File: config.mk
export PLATFORM = sky130hd
export DESIGN_NAME = ahb_lite_mem_slave
export DESIGN_NICKNAME = d
export VERILOG_FILES = /design/src/rtl/ahb_lite_mem_slave.sv
export SDC_FILE = /design/constraint.sdc
export NUM_CORES = 2
export LEC_CHECK = 0
export ABC_AREA = 0
export BUFFER_PORTS_ARGS = -buffer_cell sky130_fd_sc_hd__buf_2
export CAP_MARGIN = 10
export CORE_ASPECT_RATIO = 1.5
export CORE_MARGIN = 2
export CORE_UTILIZATION = 35
export DETAILED_ROUTE_END_ITERATION = 8
export HOLD_SLACK_MARGIN = 0.06
export SYNTH_ARGS = -nofsm -noshare
export SYNTH_HDL_FRONTEND = slang
export SYNTH_SLANG_ARGS = --single-unit
File: constraint.sdc
create_clock -name H_clk -period 2.6 [get_ports H_clk]
set_input_delay 0.13 -clock H_clk [delete_from_list [all_inputs] [get_ports H_clk]]
set_output_delay 0.13 -clock H_clk [all_outputs]
set_load 0.05 [all_outputs]
File: src/rtl/ahb_lite_mem_slave.sv
// AHB-Lite memory slave: word-organised SRAM with byte/half/word lanes,
// programmable wait states and a two-cycle ERROR response.
// Read data is captured from the array at the accepting edge. A write that
// completes on that same edge is forwarded into the captured word so that a
// read right behind a write to the same word returns the merged data.
module ahb_lite_mem_slave #(
    parameter int MEM_DEPTH   = 64,
    parameter int WAIT_STATES = 0
) (
    input  logic        H_clk,
    input  logic        H_rst,
    input  logic        H_sel,
    input  logic [31:0] H_add,
    input  logic        H_WR,
    input  logic [2:0]  H_size,
    input  logic [3:0]  H_burst,
    input  logic [1:0]  H_trans,
    input  logic [31:0] W_data,
    output logic [31:0] R_data,
    output logic        H_readyN,
    output logic        H_rsp
);

    localparam int          IDX_W       = (MEM_DEPTH > 1) ? $clog2(MEM_DEPTH) : 1;
    localparam logic [31:0] ADDR_LIMIT  = 32'(MEM_DEPTH * 4);
    localparam logic [2:0]  WAIT_CYCLES = 3'(WAIT_STATES);

    typedef enum logic [2:0] {
        ST_IDLE,
        ST_DATA,
        ST_WAIT,
        ST_ERR1,
        ST_ERR2
    } state_t;

    // Control state for the transfer currently in its data phase
    state_t      state_q,    state_d;
    logic [2:0]  wait_cnt_q, wait_cnt_d;
    logic [31:0] addr_q,     addr_d;
    logic        wr_q,       wr_d;
    logic [2:0]  size_q,     size_d;

    // Bytes of a completing write forwarded into a read captured on the same edge
    logic [3:0]  fwd_mask_q, fwd_mask_d;
    logic [31:0] fwd_data_q, fwd_data_d;

    // Storage and its registered read port
    logic [31:0] mem [MEM_DEPTH];
    logic [31:0] rd_word_q;

    logic             accept;
    logic             size_ok;
    logic             addr_ok;
    logic             align_ok;
    logic             legal;
    logic             mem_we;
    logic [3:0]       lane_mask;
    logic [31:0]      read_word;
    logic [IDX_W-1:0] rd_idx;
    logic [IDX_W-1:0] wr_idx;

    // Burst type and the low transfer bit carry no meaning for this slave
    logic unused_ok;
    assign unused_ok = ^{H_burst, H_trans[0]};

    // An address phase is taken only while the slave shows ready
    assign accept = H_readyN && H_sel && H_trans[1];
    assign rd_idx = H_add[IDX_W+1:2];
    assign wr_idx = addr_q[IDX_W+1:2];

    // Legality of the address phase currently on the bus
    always_comb begin
        size_ok  = (H_size <= 3'd2);
        addr_ok  = (H_add < ADDR_LIMIT);
        align_ok = 1'b1;
        if (H_size == 3'd1) begin
            align_ok = ~H_add[0];
        end else if (H_size == 3'd2) begin
            align_ok = (H_add[1:0] == 2'b00);
        end
        legal = size_ok && addr_ok && align_ok;
    end

    // Byte lanes touched by the transfer in its data phase
    genvar gi;
    generate
        for (gi = 0; gi < 4; gi++) begin : g_lane
            assign lane_mask[gi] = (size_q == 3'd2)
                                || ((size_q == 3'd1) && (addr_q[1] == 1'(gi / 2)))
                                || ((size_q == 3'd0) && (addr_q[1:0] == 2'(gi)));
            assign read_word[gi*8 +: 8] = fwd_mask_q[gi] ? fwd_data_q[gi*8 +: 8]
                                                         : rd_word_q[gi*8 +: 8];
        end
    endgenerate

    // The write lands on the edge that closes a DATA cycle; reset discards it
    assign mem_we = (state_q == ST_DATA) && wr_q && !H_rst;

    // Next-state logic: transfer sequencing, wait counting and forwarding capture
    always_comb begin
        state_d    = state_q;
        wait_cnt_d = wait_cnt_q;
        addr_d     = addr_q;
        wr_d       = wr_q;
        size_d     = size_q;
        fwd_mask_d = fwd_mask_q;
        fwd_data_d = fwd_data_q;
        case (state_q)
            ST_WAIT: begin
                // Down-counter sticks at zero; leaving WAIT happens at zero
                if (wait_cnt_q == 3'd0) begin
                    state_d = ST_DATA;
                end else begin
                    wait_cnt_d = wait_cnt_q - 3'd1;
                end
            end
            ST_ERR1: begin
                state_d = ST_ERR2;
            end
            default: begin
                // IDLE, DATA and ERR2 all show ready and may take a new address
                state_d    = ST_IDLE;
                wr_d       = 1'b0;
                fwd_mask_d = 4'b0000;
                if (accept) begin
                    addr_d = H_add;
                    wr_d   = H_WR;
                    size_d = H_size;
                    if (!legal) begin
                        state_d = ST_ERR1;
                    end else if (WAIT_CYCLES != 3'd0) begin
                        state_d    = ST_WAIT;
                        wait_cnt_d = WAIT_CYCLES - 3'd1;
                    end else begin
                        state_d = ST_DATA;
                    end
                    // Read of the word being written on this very edge
                    if (legal && !H_WR && mem_we && (H_add[31:2] == addr_q[31:2])) begin
                        fwd_mask_d = lane_mask;
                        fwd_data_d = W_data;
                    end
                end
            end
        endcase
    end

    // Control registers with synchronous reset
    always_ff @(posedge H_clk) begin
        if (H_rst) begin
            state_q    <= ST_IDLE;
            wait_cnt_q <= 3'd0;
            addr_q     <= 32'h0;
            wr_q       <= 1'b0;
            size_q     <= 3'd0;
            fwd_mask_q <= 4'b0000;
            fwd_data_q <= 32'h0;
        end else begin
            state_q    <= state_d;
            wait_cnt_q <= wait_cnt_d;
            addr_q     <= addr_d;
            wr_q       <= wr_d;
            size_q     <= size_d;
            fwd_mask_q <= fwd_mask_d;
            fwd_data_q <= fwd_data_d;
        end
    end

    // Array: byte-lane writes and a registered read taken at address acceptance
    always_ff @(posedge H_clk) begin
        if (mem_we) begin
            for (int b = 0; b < 4; b++) begin
                if (lane_mask[b]) begin
                    mem[wr_idx][b*8 +: 8] <= W_data[b*8 +: 8];
                end
            end
        end
        if (accept) begin
            rd_word_q <= mem[rd_idx];
        end
    end

    // Bus response decoded from the registered state only
    always_comb begin
        H_readyN = 1'b1;
        H_rsp    = 1'b0;
        R_data   = 32'h0;
        case (state_q)
            ST_WAIT: begin
                H_readyN = 1'b0;
            end
            ST_ERR1: begin
                H_readyN = 1'b0;
                H_rsp    = 1'b1;
            end
            ST_ERR2: begin
                H_rsp = 1'b1;
            end
            ST_DATA: begin
                if (!wr_q) begin
                    R_data = read_word;
                end
            end
            default: begin
            end
        endcase
    end

endmodule
==> flow_summary.toml <==
[timing]
setup_viol = 0
slew_headroom_pct = 21.8
fin_skew_ns = 0.0544
hold_viol = 0
post-route-min-period_ns = 2.52
worst_pin_slew_ns = 1.17
timing.final.crit_share_pct = 96.8
rsz0062_at_grt = "false"
slew_violations = 0
max_freq_ghz = 0.397

[global_routing]
antenna_found_initial = 10
grtUsageTotal_pct = 18.8
grt_max_degree = 66
overflow = 0
grt_pass1_vias = 44500
grt_pass1_wl_um = 327000

[route]
routedWlPerCell_um = 28.6
drt_pre_antenna_iters = 8
via_per_inst = 5.36
drtAntennaViolNets = 0
drt-total-wl_um = 231000
num_vias = 43200
drc = 0
drt_iter0_drc = 4508

[clock_network]
clk-insertion-delay-late_ns = 0.86
cts.sinks = 2158
htree_levels = 4
cts_tree = "done"
cts.clk_slew.worst_paths_ns = 0.07
numCtsBuffers = 192
cts-root-buf = "clkbuf_16"
cts_buffer_depth = 4

[critical_path]
critPathMaxFanout = 9
cp-start-kind = "register"
critPathKind = "reg2out"
crit_path_max_incr_delay_ns = 0.68
crit_arrival_ns = 2.39
required_ns = 2.47
cp-end-kind = "output pin"
cp_cell_sequence = "buf_4 > mux2i_1 > nor2_2 > buf_6"
cp_slowest_cell = "mux2i_1"

[finish]
fin_nets = 4892
post-route-util_pct = 41.9
area_delta_synth_final_pct = 18.9
drive_gt1_share_pct = 31.0
fin_cells = 8059

[synthesis]
synthCells = 4085
avgSynthCellArea_um2 = 20.5
syn_nets = 4164
synth_area_leaders = "edfxtp_1 (75%), mux4_2 (15%), dfxtp_1 (1.9%)"
synth_top_area_share_pct = 74.7
ys_ff_latch = 2158
yosys_warnings = 0
syn_area_um2 = 83600
synth_top_cell_by_area = "edfxtp_1"
ys_seq_area_share_pct = 76.5
synthFlopType = "edfxtp_1"
synth.distinct_cells = 46
synth_edf_count = 2080
synthArstFlopShare_pct = 0

[die]
row_count = 219
fp.dieW_um = 403
die_h_um = 603
coreArea_um2 = 238000
num_io_pins = 111
start_util_pct = 35.2
die_area_um2 = 243000

[power]
p_leak_nw = 31.8
cellPowerDensity_nw_per_um2 = 709
vdd_drop_max_v = 0.000514

[placed_design]
port_buffers = 105
hpwl_um = 156000
dp.cells = 7606
gp_congestion = 0.928

[min_path]
min_path_type = "in2reg"

[run]
max_cap_violations = 0

[status]
status = "completed"
## path summary, 6_finish.rpt
check                startpoint             to  slack, ns  cells past startpoint
hold / removal       W_data[10]    mem[27][10]       0.12                      1
setup / recovery  fwd_mask_q[1]     R_data[14]       0.08                      4
hold reg to reg   fwd_data_q[0]  fwd_data_q[0]       0.47                      2
setup reg to reg      addr_q[7]     mem[34][5]       0.11                      5
## cell usage after synthesis, drive strengths merged (2+ instances only)
cell type	number
nand4	4
nand2	187
o22ai	2
and2	2
o22a	5
o221ai	27
mux2i	126
a32oi	4
mux4	543
buf	132
clkbuf	119
dfxtp	78
nor3	8
and3	4
nor4	9
a211oi	6
nor3b	8
o21ai	98
or3	2
xnor2	9
nor2b	9
nor2	337
a22oi	3
ha	2
a221oi	64
a21oi	129
nand2b	8
edfxtp	2080
inv	8
and3b	3
nand3	39
xor2	22
## where the power goes
group,leakage [nW],switching (mW),internal (mW),total [mW]
combinational,9.52,2.27,1.54,3.81
sequential,19.3,0.0520,38.1,38.2
clock,2.97,12.6,15.9,28.5
## cell families (layout without fill, tap and decap cells)
family,Yosys count,in the layout,synth area share [%]
buffers and inverters,260,1133,1.36
AOI/OAI and AO/OA,340,340,2.52
xor gates and xnor gates,31,31,0.325
adders and majority gates,2,2,0.0299
DFF,2158,2158,76.5
muxes,669,669,16.1
and+or+nand+nor,625,625,3.10
other,0,7,0
## stage by stage
| step | area (um^2) | setup TNS (ns) | hold WS (ns) | worst slack, ns | total power [mW] |
|---|---|---|---|---|---|
| after floorplan | 83600 | 0 | 0.229 | 0.0278 | 40.8 |
| after global placement | 92000 | -0.282 | 0.387 | -0.113 | 42.6 |
| after detailed placement | 92000 | -0.286 | 0.397 | -0.0813 | 42.6 |
| after CTS | 99400 | 0 | 0.0750 | 0.0167 | 71.0 |
| after global routing | 99400 | 0 | 0.128 | 0.0197 | 72.4 |
| final | 99400 | 0 | 0.122 | 0.0828 | 70.5 |
## worst max-delay path, delay by kind of cell, from the launching register on
| kind | cells | cell delay (ns) |
|---|---|---|
| buffers and inverters | 2 | 0.44 |
| multiplexers | 1 | 0.68 |
| flip-flops | 1 | 0.31 |
| AND/OR/NAND/NOR | 1 | 0.12 |
## state kept, by name, indices dropped and copies added (netlist names)
name	flops
addr_q	32
state_q	3
fwd_data_q	32
wait_cnt_q	3
fwd_mask_q	4
rd_word_q	32
wr_q	1
mem	2048
size_q	3
## final cells by class
cell class / instances / area (um^2)
fill: 20500 / 138000
sequential: 2158 / 64000
multi-input combinational: 1667 / 18600
timing repair buffer: 785 / 6730
clock buffer: 225 / 5000
tap: 3094 / 3870
clock inverter: 114 / 1160
inverter: 9 / 33.8
antenna: 7 / 17.5
## routing by layer
| metal | routed length (um) | vias to the layer above | track usage (%) |
|---|---|---|---|
| met3 | 13500 | 431 | 2.62 |
| met2 | 120000 | 1587 | 33.4 |
| met1 | 84500 | 23000 | 22.3 |
| met4 | 12500 | 4 | 9.10 |
| li1 | - | 18200 | - |
| met5 | 22 | - | 0 |
## cell usage in the layout (no fill, tap or decap), types with 29 or more instances in the layout
cell	n
a221oi_1	64
nor2_1	323
dfxtp_1	75
nand2_1	181
clkinv_1	35
buf_2	71
nand3_1	38
mux2i_1	124
clkbuf_1	29
edfxtp_1	2080
mux4_2	543
buf_12	54
dlygate4sd3_1	105
o21ai_1	30
a21oi_1	129
buf_4	537
o21ai_0	68
clkbuf_16	195
## what timing repair did
action / CTS / global route
pin swaps: 5 / 1
buffers inserted: 2 / 0
setup endpoints to repair: 32 / 26
endpoints found under the hold margin: 1269 / 0
hold buffers: 105 / 0
resized for setup: 69 / 5
(Power assumes the default switching activity.)
